File: src/rtl/mem_burst_pkg.sv
// mem_burst_pkg: shared types and constants for the burst memory master.
// Optional feature macro: MEM_BURST_TIMEOUT_EN (read-wait timeout abort).
package mem_burst_pkg;

  localparam int ADDR_W_DEF  = 4;
  localparam int DATA_W_DEF  = 8;
  localparam int TIMEOUT_CYC = 16;

  typedef enum logic [2:0] {
    ST_IDLE    = 3'd0,
    ST_WR      = 3'd1,
    ST_RD_REQ  = 3'd2,
    ST_RD_WAIT = 3'd3,
    ST_RD_OUT  = 3'd4
  } state_t;

endpackage

File: src/rtl/mem_burst_rdbuf.sv
// mem_burst_rdbuf: one-entry valid/ready holding register for read beats.
// Data captured on i_load stays stable until the consumer takes it.
module mem_burst_rdbuf #(
  parameter int DATA_W = 8
) (
  input  logic              clk,
  input  logic              rst_n,
  input  logic              i_load,
  input  logic [DATA_W-1:0] i_data,
  input  logic              i_ready,
  output logic [DATA_W-1:0] o_data,
  output logic              o_valid
);

  logic              r_valid;
  logic [DATA_W-1:0] r_data;

  // Capture a beat when empty, release it on the valid/ready handshake.
  always_ff @(posedge clk or negedge rst_n) begin
    if (!rst_n) begin
      r_valid <= 1'b0;
      r_data  <= {DATA_W{1'b0}};
    end else begin
      if (i_load && !r_valid) begin
        r_valid <= 1'b1;
        r_data  <= i_data;
      end else if (r_valid && i_ready) begin
        r_valid <= 1'b0;
      end else begin
        r_valid <= r_valid;
      end
    end
  end

  assign o_data  = r_data;
  assign o_valid = r_valid;

endmodule

File: src/rtl/mem_burst_master.sv
// mem_burst_master: single-port memory burst master with host command,
// write-beat and read-beat streams.
// Optional feature macro: MEM_BURST_TIMEOUT_EN -- when defined, a read that
// waits TIMEOUT_CYC cycles without mem_valid aborts with a sticky err flag.
module mem_burst_master
  import mem_burst_pkg::*;
#(
  parameter int ADDR_W = ADDR_W_DEF,
  parameter int DATA_W = DATA_W_DEF
) (
  input  logic              clk,
  input  logic              rst_n,
  input  logic              cmd_valid,
  output logic              cmd_ready,
  input  logic              cmd_rw,
  input  logic [ADDR_W-1:0] cmd_addr,
  input  logic [ADDR_W-1:0] cmd_len,
  input  logic [DATA_W-1:0] wr_data,
  input  logic              wr_valid,
  output logic              wr_ready,
  output logic [DATA_W-1:0] rd_data,
  output logic              rd_valid,
  input  logic              rd_ready,
  output logic              mem_rw,
  output logic [ADDR_W-1:0] mem_addr,
  output logic [DATA_W-1:0] mem_wdata,
  input  logic [DATA_W-1:0] mem_rdata,
  input  logic              mem_valid,
  output logic              busy,
  output logic              done,
  output logic              err
);

  state_t            r_state;
  logic [ADDR_W-1:0] r_addr;
  logic [ADDR_W-1:0] r_cnt;
  logic              r_cmd_ready;
  logic              r_done;
  logic              r_err;

  logic              w_accept;
  logic              w_wr_beat;
  logic              w_rd_load;
  logic              w_rd_hs;
  logic              w_last;
  logic              w_to_expire;
  logic              w_rd_valid;
  logic [ADDR_W-1:0] w_addr_inc;
  logic [ADDR_W-1:0] w_cnt_dec;

  assign w_accept   = cmd_valid & r_cmd_ready;
  assign w_wr_beat  = (r_state == ST_WR) & wr_valid;
  assign w_rd_load  = (r_state == ST_RD_WAIT) & mem_valid;
  assign w_rd_hs    = (r_state == ST_RD_OUT) & w_rd_valid & rd_ready;
  assign w_last     = (r_cnt == {ADDR_W{1'b0}});
  assign w_addr_inc = r_addr + ADDR_W'(1);
  assign w_cnt_dec  = r_cnt - ADDR_W'(1);

`ifdef MEM_BURST_TIMEOUT_EN
  logic [4:0] r_to_cnt;

  // Count consecutive RD_WAIT cycles without a memory response.
  always_ff @(posedge clk or negedge rst_n) begin
    if (!rst_n) begin
      r_to_cnt <= 5'd0;
    end else if ((r_state == ST_RD_WAIT) && !mem_valid) begin
      r_to_cnt <= r_to_cnt + 5'd1;
    end else begin
      r_to_cnt <= 5'd0;
    end
  end

  assign w_to_expire = (r_state == ST_RD_WAIT) & ~mem_valid &
                       (r_to_cnt == 5'(TIMEOUT_CYC - 1));
`else
  assign w_to_expire = 1'b0;
`endif

  // Burst sequencer: command accept, beat counting, done/err generation.
  always_ff @(posedge clk or negedge rst_n) begin
    if (!rst_n) begin
      r_state     <= ST_IDLE;
      r_addr      <= {ADDR_W{1'b0}};
      r_cnt       <= {ADDR_W{1'b0}};
      r_cmd_ready <= 1'b0;
      r_done      <= 1'b0;
      r_err       <= 1'b0;
    end else begin
      r_done <= 1'b0;
      case (r_state)
        ST_IDLE: begin
          if (w_accept) begin
            r_addr      <= cmd_addr;
            r_cnt       <= cmd_len;
            r_cmd_ready <= 1'b0;
            r_err       <= 1'b0;
            r_state     <= cmd_rw ? ST_RD_REQ : ST_WR;
          end else begin
            r_cmd_ready <= 1'b1;
          end
        end
        ST_WR: begin
          if (w_wr_beat) begin
            r_addr <= w_addr_inc;
            if (w_last) begin
              r_state     <= ST_IDLE;
              r_done      <= 1'b1;
              r_cmd_ready <= 1'b1;
            end else begin
              r_cnt <= w_cnt_dec;
            end
          end else begin
            r_state <= ST_WR;
          end
        end
        ST_RD_REQ: begin
          r_state <= ST_RD_WAIT;
        end
        ST_RD_WAIT: begin
          if (w_rd_load) begin
            r_state <= ST_RD_OUT;
          end else if (w_to_expire) begin
            r_state     <= ST_IDLE;
            r_done      <= 1'b1;
            r_err       <= 1'b1;
            r_cmd_ready <= 1'b1;
          end else begin
            r_state <= ST_RD_WAIT;
          end
        end
        ST_RD_OUT: begin
          if (w_rd_hs) begin
            r_addr <= w_addr_inc;
            if (w_last) begin
              r_state     <= ST_IDLE;
              r_done      <= 1'b1;
              r_cmd_ready <= 1'b1;
            end else begin
              r_cnt   <= w_cnt_dec;
              r_state <= ST_RD_REQ;
            end
          end else begin
            r_state <= ST_RD_OUT;
          end
        end
        default: begin
          r_state     <= ST_IDLE;
          r_cmd_ready <= 1'b0;
        end
      endcase
    end
  end

  mem_burst_rdbuf #(
    .DATA_W (DATA_W)
  ) u_rdbuf (
    .clk     (clk),
    .rst_n   (rst_n),
    .i_load  (w_rd_load),
    .i_data  (mem_rdata),
    .i_ready (rd_ready),
    .o_data  (rd_data),
    .o_valid (w_rd_valid)
  );

  // Memory is written on every rw=0 cycle, so rw drops only on a real beat;
  // it is decoded from the state register, so reset forces it high at once.
  assign mem_rw    = ~w_wr_beat;
  assign mem_addr  = r_addr;
  assign mem_wdata = w_wr_beat ? wr_data : {DATA_W{1'b0}};
  assign wr_ready  = (r_state == ST_WR);
  assign rd_valid  = w_rd_valid;
  assign cmd_ready = r_cmd_ready;
  assign busy      = (r_state != ST_IDLE);
  assign done      = r_done;
  assign err       = r_err;

endmodule

File: config.mk
export PLATFORM = sky130hd
export DESIGN_NAME = mem_burst_master
export DESIGN_NICKNAME = d
export VERILOG_FILES = /design/src/rtl/mem_burst_pkg.sv /design/src/rtl/mem_burst_rdbuf.sv /design/src/rtl/mem_burst_master.sv
export SDC_FILE = /design/constraint.sdc
export NUM_CORES = 1
export LEC_CHECK = 0
export CORE_MARGIN = 5
export CORE_UTILIZATION = 40
export CTS_CLUSTER_DIAMETER = 80
export DETAILED_ROUTE_END_ITERATION = 7
export PLACE_DENSITY = 0.77
export SYNTH_ARGS = -nofsm -noshare
export SYNTH_HDL_FRONTEND = slang
export SYNTH_SLANG_ARGS = --single-unit
File: constraint.sdc
create_clock -name clk -period 1.7 [get_ports clk]
set_input_delay 0.17 -clock clk [delete_from_list [all_inputs] [get_ports clk]]
set_output_delay 0.17 -clock clk [all_outputs]
set_load 0.1 [all_outputs]
==> impl_summary.log, run 1 <==
[metrics] maximum achievable frequency: 0.5585 GHz
[metrics] dominant synthesized flop cell: dfrtp_1
[metrics] Setup Skew: 0.003795 ns
[metrics] post-route worst setup slack: -0.09046 ns
[metrics] critical path class: flip-flop to primary output
[metrics] DP Worst Slack: 0.03199 ns
[metrics] cell at the root of the clock tree: clkbuf_4
[metrics] total of warnings raised by yosys: 0
[metrics] status: finished, violations left
[metrics] CTS tree: built
[metrics] number of instances in the synthesized netlist: 128
[metrics] most common cell after layout, fill and taps aside: clkdlybuf4s50_1
[metrics] RSZ-0062 raised after global routing: true
[metrics] clock-pin slew on the worst setup and hold paths: 0.13 ns
[metrics] CTS Buf Count: 3
[metrics] number of rows in the core area: 20
[metrics] register area share after synthesis: 0.4264
[metrics] top library cells by usage in the layout, fill and taps aside: clkdlybuf4s50_1 (30), buf_4 (24), buf_12 (18)
[metrics] fraction of layout instances using a drive strength above 1: 0.4158
[metrics] pin count of the biggest net entering global routing: 23
[metrics] Distinct cells, synth: 39
[metrics] Layout Nets: 236
[metrics] antenna violations before repair: 0
[metrics] final critical delay including setup and external delays: 1.790 ns
[metrics] CTS H-tree depth: 1
[metrics] Worst setup EP type: primary output
[metrics] area enclosed by the die boundary: 4464 sq um
[metrics] I/O pin count: 58
[metrics] period utilisation layout: 1.053
[metrics] Net Count, Synth: 161
[metrics] Avg Inst Size Synth: 10.09 sq um
[metrics] share of synthesized flip-flops with an asynchronous set or reset: 1.000
[metrics] wirelength, routed: 4.079 mm
[metrics] placeable core region: 3078 sq um
[metrics] flop and latch count out of synthesis: 22
[metrics] critical-path maximum fanout: 9
[metrics] Worst Hold Class: input port to asynchronous set/reset pin
[metrics] number of optimization iterations in the first detailed-route pass: 5
[metrics] via count of the first global-routing pass: 1,329
[metrics] die width: 66.82 um
[metrics] placer's final routability congestion estimate: 0.8493
[metrics] Antenna Violating Nets Remaining: 0
[metrics] average routed wire per standard cell: 16.58 um
[metrics] violations in the final reports: negative setup slack
[metrics] Post-CTS Hold Buffers: 0
[metrics] Fillers: 218
[metrics] number of flops mapped to enable cells by yosys: 0
[metrics] Post-Synthesis Cell Area: 1291 sq um
[metrics] Clk Latency, worst-skew pair: 0.32 ns
[metrics] sequence of cells on the critical path: nor3b_4, buf_6, and3_4, buf_12
[metrics] startpoint kind of the worst setup timing path: flip-flop
[metrics] iteration-0 DRC count of the detailed router: 71
[metrics] max-slew violation count: 0
[metrics] vias after detailed routing: 1,347
[metrics] global-route usage over all layers: 0.1775
[metrics] count of clock tree sinks: 22
[metrics] endpoints failing setup: 10
[metrics] area delta synth->final: 80.04%
[metrics] DP Wirelength: 2.719 mm
[metrics] Worst path slowest cell: dfrtp_2
[metrics] Residual DRC: 0
[metrics] Die Y-Extent: 66.82 um
[metrics] maximum buffer depth of the clock tree: 2
[metrics] critical path data required time: 1.53 ns
[metrics] Via-to-Cell Ratio: 5.476
[metrics] global-route wire length before repair: 5.996 mm
[metrics] total of max-cap violations: 0
[metrics] final number of hold-violating endpoints: 0
[metrics] total overflow reported by the global router: 0
[metrics] Port Buffers: 56
[metrics] delay of the slowest critical-path stage: 0.53 ns
[metrics] initial core utilization: 0.4195
[metrics] endpoint arrival time on the critical path: 1.62 ns
[metrics] Antenna Cells: 0
==> kinds of logic after synthesis <==
family	synth area share
multiplexers	0.09400
adder cells (fa/ha/maj)	0.01938
buffers and inverters	0.06975
AND/OR/NAND/NOR	0.2190
flip-flops	0.4264
other	0.002904
AO/OA/AOI/OAI	0.1473
XOR/XNOR	0.02132
==> metrics by stage <==
| step | utilization | area, sq um | TNS, ns | hold slack (ns) | instances |
|---|---|---|---|---|---|
| global route | 0.7553 | 2325 | -1.371 | 0.2097 | 246 |
| floorplan | - | 1343 | -7.018 | -0.1256 | 128 |
| finish | 0.7553 | 2325 | -0.7379 | 0.1888 | 246 |
| detailed placement | 0.6854 | 2110 | 0 | 0.4978 | 230 |
| CTS | 0.7240 | 2228 | -0.5511 | 0.1992 | 240 |
| global placement | 0.6854 | 2110 | 0 | 0.4967 | 230 |
==> registers in the layout, summed over array words and instances (netlist names) <==
name,flops
u_rdbuf.o_data,8
mem_addr,4
r_cnt,4
r_state,3
cmd_ready,1
done,1
u_rdbuf.o_valid,1
==> synth_stat cells (all sizes together) (3+ instances only) <==
cell    n  share of area
inv     5          0.015
nand3   3          0.021
and3    8          0.039
mux2    9          0.078
a21oi   7          0.027
dfrtp  22           0.43
nor3    5          0.028
nand2  10          0.029
nor2    8          0.023
o21ai  17          0.066
buf     6          0.042
nor3b   3          0.030
==> worst max-delay path, delay by kind of cell (launching register included) <==
| family | cells | cell delay (ns) |
|---|---|---|
| DFF | 1 | 0.53 |
| buffers and inverters | 2 | 0.32 |
| and+or+nand+nor | 2 | 0.46 |
==> path summary, 6_finish.rpt <==
kind | from | slack [ns] | cells past startpoint | endpoint
setup / recovery | r_state[1] | -0.09 | 4 | mem_wdata[6]
hold / removal | rst_n | 0.19 | 2 | u_rdbuf.o_data[0]
setup reg to reg | r_state[2] | 0.07 | 5 | mem_addr[0]
hold reg to reg | u_rdbuf.o_data[1] | 0.52 | 1 | u_rdbuf.o_data[1]
max in group asynchronous | rst_n | 1.27 | 2 | r_state[1]
min in group clk | mem_rdata[7] | 0.46 | 2 | u_rdbuf.o_data[7]
==> layer usage <==
layer  vias to the layer above  track usage  routed length, um
met3                        17      0.03373                214
met4                         0      0.08376                108
li1                        613            -                  -
met1                       656       0.1981               1540
met5                         -            0                  0
met2                        61       0.3205               2216
==> area by class of cell <==
class                   instances  area [sq um]  share of cell area
well taps                      44         55.05             0.02368
flip-flops and latches         22         556.8              0.2395
repair buffers                 76         885.9              0.3811
clock inverters                 1         30.03             0.01292
inverters                       5         18.77            0.008073
multi-input cells              95         755.7              0.3251
clock buffers                   3         22.52            0.009688
==> what timing repair did <==
| item | CTS | global route |
|---|---|---|
| resized for setup | 7 | 12 |
| pin swaps | 1 | 6 |
| endpoints found under the setup margin | 11 | 19 |
| buffers inserted | 6 | 4 |
| gates cloned | 0 | 2 |
Power of run 1 is left out: the tool's default activity adds up to more than one toggle a clock period on the data nets, which glitch-free logic cannot reach.
==> run 2, diff against run 1 <==
--- a/config.mk
+++ b/config.mk
@@ -9,6 +9,7 @@
 export CORE_UTILIZATION = 40
 export CTS_CLUSTER_DIAMETER = 80
 export DETAILED_ROUTE_END_ITERATION = 7
+export GPL_ROUTABILITY_DRIVEN = 0
 export PLACE_DENSITY = 0.77
 export SYNTH_ARGS = -nofsm -noshare
 export SYNTH_HDL_FRONTEND = slang
==> constraint.sdc (replaced) <==
create_clock -name clk -period 2.2 [get_ports clk]
set_input_delay 0.22 -clock clk [delete_from_list [all_inputs] [get_ports clk]]
set_output_delay 0.22 -clock clk [all_outputs]
set_load 0.1 [all_outputs]
==> impl_summary.log, run 2 (synthesis gave the netlist of run 1 again) <==
[metrics] top library cells by usage in the layout, fill and taps aside: clkdlybuf4s50_1 (30), dfrtp_1 (22), buf_4 (22)
[metrics] Setup Skew: 0.009165 ns (+0.005370 ns)
[metrics] maximum achievable frequency: 0.5071 GHz
[metrics] period utilisation layout: 0.8964
[metrics] Worst setup EP type: primary output
[metrics] I/O pin count: 58 (unchanged)
[metrics] total overflow reported by the global router: 0 (unchanged)
[metrics] relative max-transition margin: 0.5853
[metrics] area delta synth->final: 59.59%
[metrics] endpoint arrival time on the critical path: 1.75 ns (+0.13 ns)
[metrics] global-route wire length before repair: 5.664 mm (-5.5%)
[metrics] die width: 66.82 um (unchanged)
[metrics] number of placed instances with taps included: 224 (-2.6%)
[metrics] cell at the root of the clock tree: clkbuf_4
[metrics] Post-CTS Hold Buffers: 0 (unchanged)
[metrics] Clk Latency, worst-skew pair: 0.31 ns (about the same)
[metrics] max-slew violation count: 0 (unchanged)
[metrics] CTS H-tree depth: 1 (unchanged)
[metrics] clock-pin slew on the worst setup and hold paths: 0.13 ns (about the same)
[metrics] max FFs per register: 8 (unchanged)
[metrics] count of clock tree sinks: 22 (unchanged)
[metrics] total of max-cap violations: 0 (unchanged)
[metrics] fraction of layout instances using a drive strength above 1: 0.3262 (-0.08964)
[metrics] Via-to-Cell Ratio: 5.113 (-6.6%)
[metrics] RSZ-0062 raised after global routing: false
[metrics] initial core utilization: 0.4195 (unchanged)
[metrics] endpoints failing setup: 0 (-10)
[metrics] CTS Buf Count: 3 (unchanged)
[metrics] via count of the first global-routing pass: 1,233 (-7.2%)
[metrics] Residual DRC: 0 (unchanged)
[metrics] startpoint kind of the worst setup timing path: flip-flop
[metrics] maximum buffer depth of the clock tree: 2 (unchanged)
[metrics] pin slew with the least headroom to its limit: 0.6220 ns
[metrics] number of rows in the core area: 20 (unchanged)
[metrics] critical path data required time: 1.98 ns (+0.45 ns)
[metrics] worst reg2reg path startpoint: r_state[2]
[metrics] final number of hold-violating endpoints: 0 (unchanged)
[metrics] critical-path maximum fanout: 15 (+6)
[metrics] wirelength, routed: 3.366 mm (-17%)
[metrics] placeable core region: 3078 sq um (unchanged)
[metrics] antenna violations before repair: 0 (unchanged)
[metrics] Layout Nets: 221 (-6.4%)
[metrics] CTS tree: built
[metrics] pin count of the biggest net entering global routing: 23 (unchanged)
[metrics] Die Y-Extent: 66.82 um (unchanged)
[metrics] status: finished, final reports clean
[metrics] Antenna Violating Nets Remaining: 0 (unchanged)
[metrics] iteration-0 DRC count of the detailed router: 37 (-48%)
[metrics] number of instances resized during post-cts repair: 0 (-7)
[metrics] setup bufs post-CTS: 3 (-3)
[metrics] slack of the worst reg-to-reg path: 0.38 ns (+0.31 ns)
[metrics] post-route non-filler standard cell count: 231 (-6.1%)
[metrics] vias after detailed routing: 1,181 (-12%)
[metrics] Worst Reg2Reg Path Length in Cells: 4 (-1)
[metrics] average routed wire per standard cell: 14.57 um (-12%)
[metrics] number of optimization iterations in the first detailed-route pass: 4 (-1)
[metrics] capture instance of the worst register-to-register path: mem_addr[0]
[metrics] global-route usage over all layers: 0.1662 (-0.01132)
[metrics] final critical delay including setup and external delays: 1.972 ns
[metrics] DP Wirelength: 2.697 mm (-0.79%)
[metrics] critical path class: flip-flop to primary output
[metrics] area enclosed by the die boundary: 4464 sq um (unchanged)
[metrics] most common cell after layout, fill and taps aside: clkdlybuf4s50_1
[metrics] Worst Hold Class: input port to asynchronous set/reset pin
[metrics] Port Buffers: 56 (unchanged)
[metrics] Antenna Cells: 0 (unchanged)
==> run 2: layout make-up <==
type                            count  area [sq um]
Clock buffer                        3         22.52
Clock inverter                      1         30.03
Fill cell                         250          1017
Inverter                            5         18.77
Multi-Input combinational cell     93         698.2
Sequential cell                    22         550.5
Tap cell                           44         55.05
Timing Repair Buffer               63         685.7
==> run 2: per-stage QoR <==
stage / hold WS (ns) / utilization / setup TNS (ns) / area, sq um / setup WS, ns
2_1_floorplan: -0.07559 / - / -2.084 / 1339 / -0.2237
3_3_place_gp: 0.4928 / 0.6451 / 0 / 1986 / 0.4139
3_5_place_dp: 0.4975 / 0.6451 / 0 / 1986 / 0.3696
4_1_cts: 0.2374 / 0.6695 / 0 / 2061 / 0.2228
5_1_grt: 0.2535 / 0.6695 / 0 / 2061 / 0.08554
6_report: 0.2348 / 0.6695 / 0 / 2061 / 0.2280
==> run 2: worst max-delay path by stage <==
stage	from	endpoint	slack, ns	depth (start not counted)
floorplan	r_state[2]	mem_wdata[0]	-0.22	4
finish	r_state[2]	mem_wdata[3]	0.23	4
CTS	r_state[2]	mem_wdata[3]	0.22	4
global route	r_state[2]	mem_rw	0.09	5
detailed placement	r_state[2]	mem_wdata[3]	0.37	3
global placement	r_state[2]	mem_wdata[1]	0.41	3
==> run 2: worst max-delay path, stage by stage, from the launching register on <==
cell	delay [ns]
dfrtp_1	0.63
nor3b_4	0.28
buf_4	0.16
and3_4	0.20
buf_12	0.17
==> run 2: per-layer routing <==
metal  global-route usage  vias to the layer above  part of all wire
met5                    0                        -                 0
met4              0.04569                        0             0.012
met3              0.03035                        4             0.058
met2               0.3168                       39              0.57
met1               0.1855                      563              0.36
li1                     -                      575                 -
Power of run 2 is left out for the same reason.
==> run 3, diff against run 2 <==
--- a/config.mk
+++ b/config.mk
@@ -5,6 +5,7 @@
 export SDC_FILE = /design/constraint.sdc
 export NUM_CORES = 1
 export LEC_CHECK = 0
+export CORE_ASPECT_RATIO = 0.9
 export CORE_MARGIN = 5
 export CORE_UTILIZATION = 40
 export CTS_CLUSTER_DIAMETER = 80
==> impl_summary.log, run 3 (synthesis gave the netlist of run 1 again) <==
[metrics] average routed wire per standard cell: 15.12 um (+3.8%)
[metrics] Worst path slowest cell: dfrtp_1
[metrics] status: finished, final reports clean
[metrics] critical path data required time: 1.98 ns (about the same)
[metrics] Layout Nets: 220 (-0.45%)
[metrics] number of rows in the core area: 19 (-5.0%)
[metrics] most common cell after layout, fill and taps aside: clkdlybuf4s50_1
[metrics] Worst Hold Margin: 0.2410 ns (+0.006186 ns)
[metrics] cell at the root of the clock tree: clkbuf_4
[metrics] layer carrying the most global-route usage: met2
[metrics] die width: 69.89 um (+4.6%)
[metrics] count of clock tree sinks: 22 (unchanged)
[metrics] fraction of layout instances using a drive strength above 1: 0.3226 (-0.003623)
[metrics] initial core utilization: 0.4178 (-0.001698)
[metrics] Antenna Cells: 0 (unchanged)
[metrics] startpoint kind of the worst setup timing path: flip-flop
[metrics] max FFs per register: 8 (unchanged)
[metrics] critical path class: flip-flop to primary output
[metrics] end point of the critical path: mem_wdata[1]
[metrics] via count of the first global-routing pass: 1,258 (+2.0%)
[metrics] Worst Reg2Reg Path Length in Cells: 4 (unchanged)
[metrics] pin slew with the least headroom to its limit: 0.6534 ns (+0.03141 ns)
[metrics] met3 Usage GRT: 0.05172 (+0.02137)
[metrics] final number of hold-violating endpoints: 0 (unchanged)
[metrics] GR met1 Demand/Resource: 0.1745 (-0.01099)
[metrics] cell count along the critical path: 4 (unchanged)
[metrics] Port Buffers: 56 (unchanged)
[metrics] RSZ-0062 raised after global routing: false
[metrics] CTS tree: built
[metrics] DP Wirelength: 2.718 mm (+0.78%)
[metrics] Via-to-Cell Ratio: 5.136 (+0.46%)
[metrics] CTS H-tree depth: 1 (unchanged)
[metrics] total of max-cap violations: 0 (unchanged)
[metrics] sequence of cells on the critical path: nor3b_4, buf_4, and3_4, buf_12
[metrics] relative max-transition margin: 0.5644 (-0.02094)
[metrics] clock-pin slew on the worst setup and hold paths: 0.12 ns (about the same)
[metrics] Fillers: 250 (unchanged)
[metrics] worst setup path start: r_state[0]
[metrics] placeable core region: 3090 sq um (+0.41%)
[metrics] Clk Latency, worst-skew pair: 0.31 ns (about the same)
[metrics] delay of the slowest critical-path stage: 0.66 ns (+0.03 ns)
[metrics] critical path's top delay family: flip-flops
[metrics] global-route wire length before repair: 5.844 mm (+3.2%)
[metrics] critical-path maximum fanout: 12 (-3)
[metrics] maximum achievable frequency: 0.4991 GHz (-1.6%)
[metrics] Worst setup EP type: primary output
[metrics] M2 GR Usage: 0.3042 (-0.01259)
[metrics] area enclosed by the die boundary: 4466 sq um (about the same)
[metrics] I/O pin count: 58 (unchanged)
[metrics] total overflow reported by the global router: 0 (unchanged)
[metrics] antenna violations before repair: 0 (unchanged)
[metrics] Setup Skew: 0.002225 ns (-0.006940 ns)
[metrics] iteration-0 DRC count of the detailed router: 41 (+11%)
[metrics] maximum buffer depth of the clock tree: 2 (unchanged)
[metrics] period utilisation layout: 0.9107 (+0.01439)
[metrics] number of optimization iterations in the first detailed-route pass: 4 (unchanged)
[metrics] post-route cell area: 2051 sq um (-0.49%)
[metrics] final critical delay including setup and external delays: 2.004 ns (+0.03166 ns)
[metrics] Total Neg Setup Slack: 0 ns (unchanged)
[metrics] area delta synth->final: 58.82%
[metrics] top library cells by usage in the layout, fill and taps aside: clkdlybuf4s50_1 (30), dfrtp_1 (22), buf_4 (21)
[metrics] number of instances resized during post-cts repair: 0 (unchanged)
[metrics] post-route core utilization: 0.6636 (-0.005949)
[metrics] Residual DRC: 0 (unchanged)
[metrics] worst reg2reg path startpoint: r_state[2]
[metrics] CTS Buf Count: 3 (unchanged)
[metrics] sum of buffers and inverters on the critical path: 2 (unchanged)
[metrics] Worst Hold Class: input port to asynchronous set/reset pin
[metrics] Antenna Violating Nets Remaining: 0 (unchanged)
[metrics] Die Y-Extent: 63.90 um (-4.4%)
[metrics] capture instance of the worst register-to-register path: r_cnt[0]
[metrics] area of placed instances: 1976 sq um (-0.50%)
[metrics] pin count of the biggest net entering global routing: 23 (unchanged)
[metrics] endpoints failing setup: 0 (unchanged)
[metrics] endpoint arrival time on the critical path: 1.78 ns (+0.03 ns)
[metrics] wirelength, routed: 3.448 mm (+2.4%)
[metrics] vias after detailed routing: 1,171 (-0.85%)
[metrics] slack of the worst reg-to-reg path: 0.35 ns (-0.03 ns)
[metrics] max-slew violation count: 0 (unchanged)
[metrics] setup bufs post-CTS: 3 (unchanged)
[metrics] Post-CTS Hold Buffers: 0 (unchanged)
[metrics] global-route usage over all layers: 0.1596 (-0.006591)
-- run 3: cell types whose count changed in the layout (fill, tap and decap cells not counted), sizes merged --
cell / previous run / this run
buf: 33 / 32
-- run 3: per-stage QoR --
step	setup slack [ns]	std cells
after floorplan	-0.2237	128
after global placement	0.3915	221
final	0.1964	228
after detailed placement	0.3147	221
after global routing	0.07283	228
after CTS	0.1890	228
-- run 3: layout make-up --
class,count,area [sq um],share of cell area
sequential,22,550.5,0.2685
clock inverter,1,30.03,0.01464
multi-input combinational,93,698.2,0.3405
clock buffer,3,22.52,0.01098
timing repair buffer,62,678.2,0.3307
tap,42,52.55,0.02563
inverter,5,18.77,0.009152
-- run 3: worst min-delay path by stage --
stage | end | slack, ns | cells past startpoint
2_1_floorplan | cmd_ready | -0.08 | 0
3_3_place_gp | u_rdbuf.o_data[5] | 0.49 | 1
3_5_place_dp | u_rdbuf.o_data[5] | 0.50 | 1
4_1_cts | u_rdbuf.o_data[4] | 0.24 | 2
5_1_grt | u_rdbuf.o_data[4] | 0.26 | 2
6_report | u_rdbuf.o_data[4] | 0.24 | 2
-- run 3: metal layers --
layer,vias up,share of wire
li1,572,-
met5,-,0
met2,41,0.54
met1,556,0.38
met3,2,0.072
met4,0,0.0055
Power of run 3 is left out for the same reason.
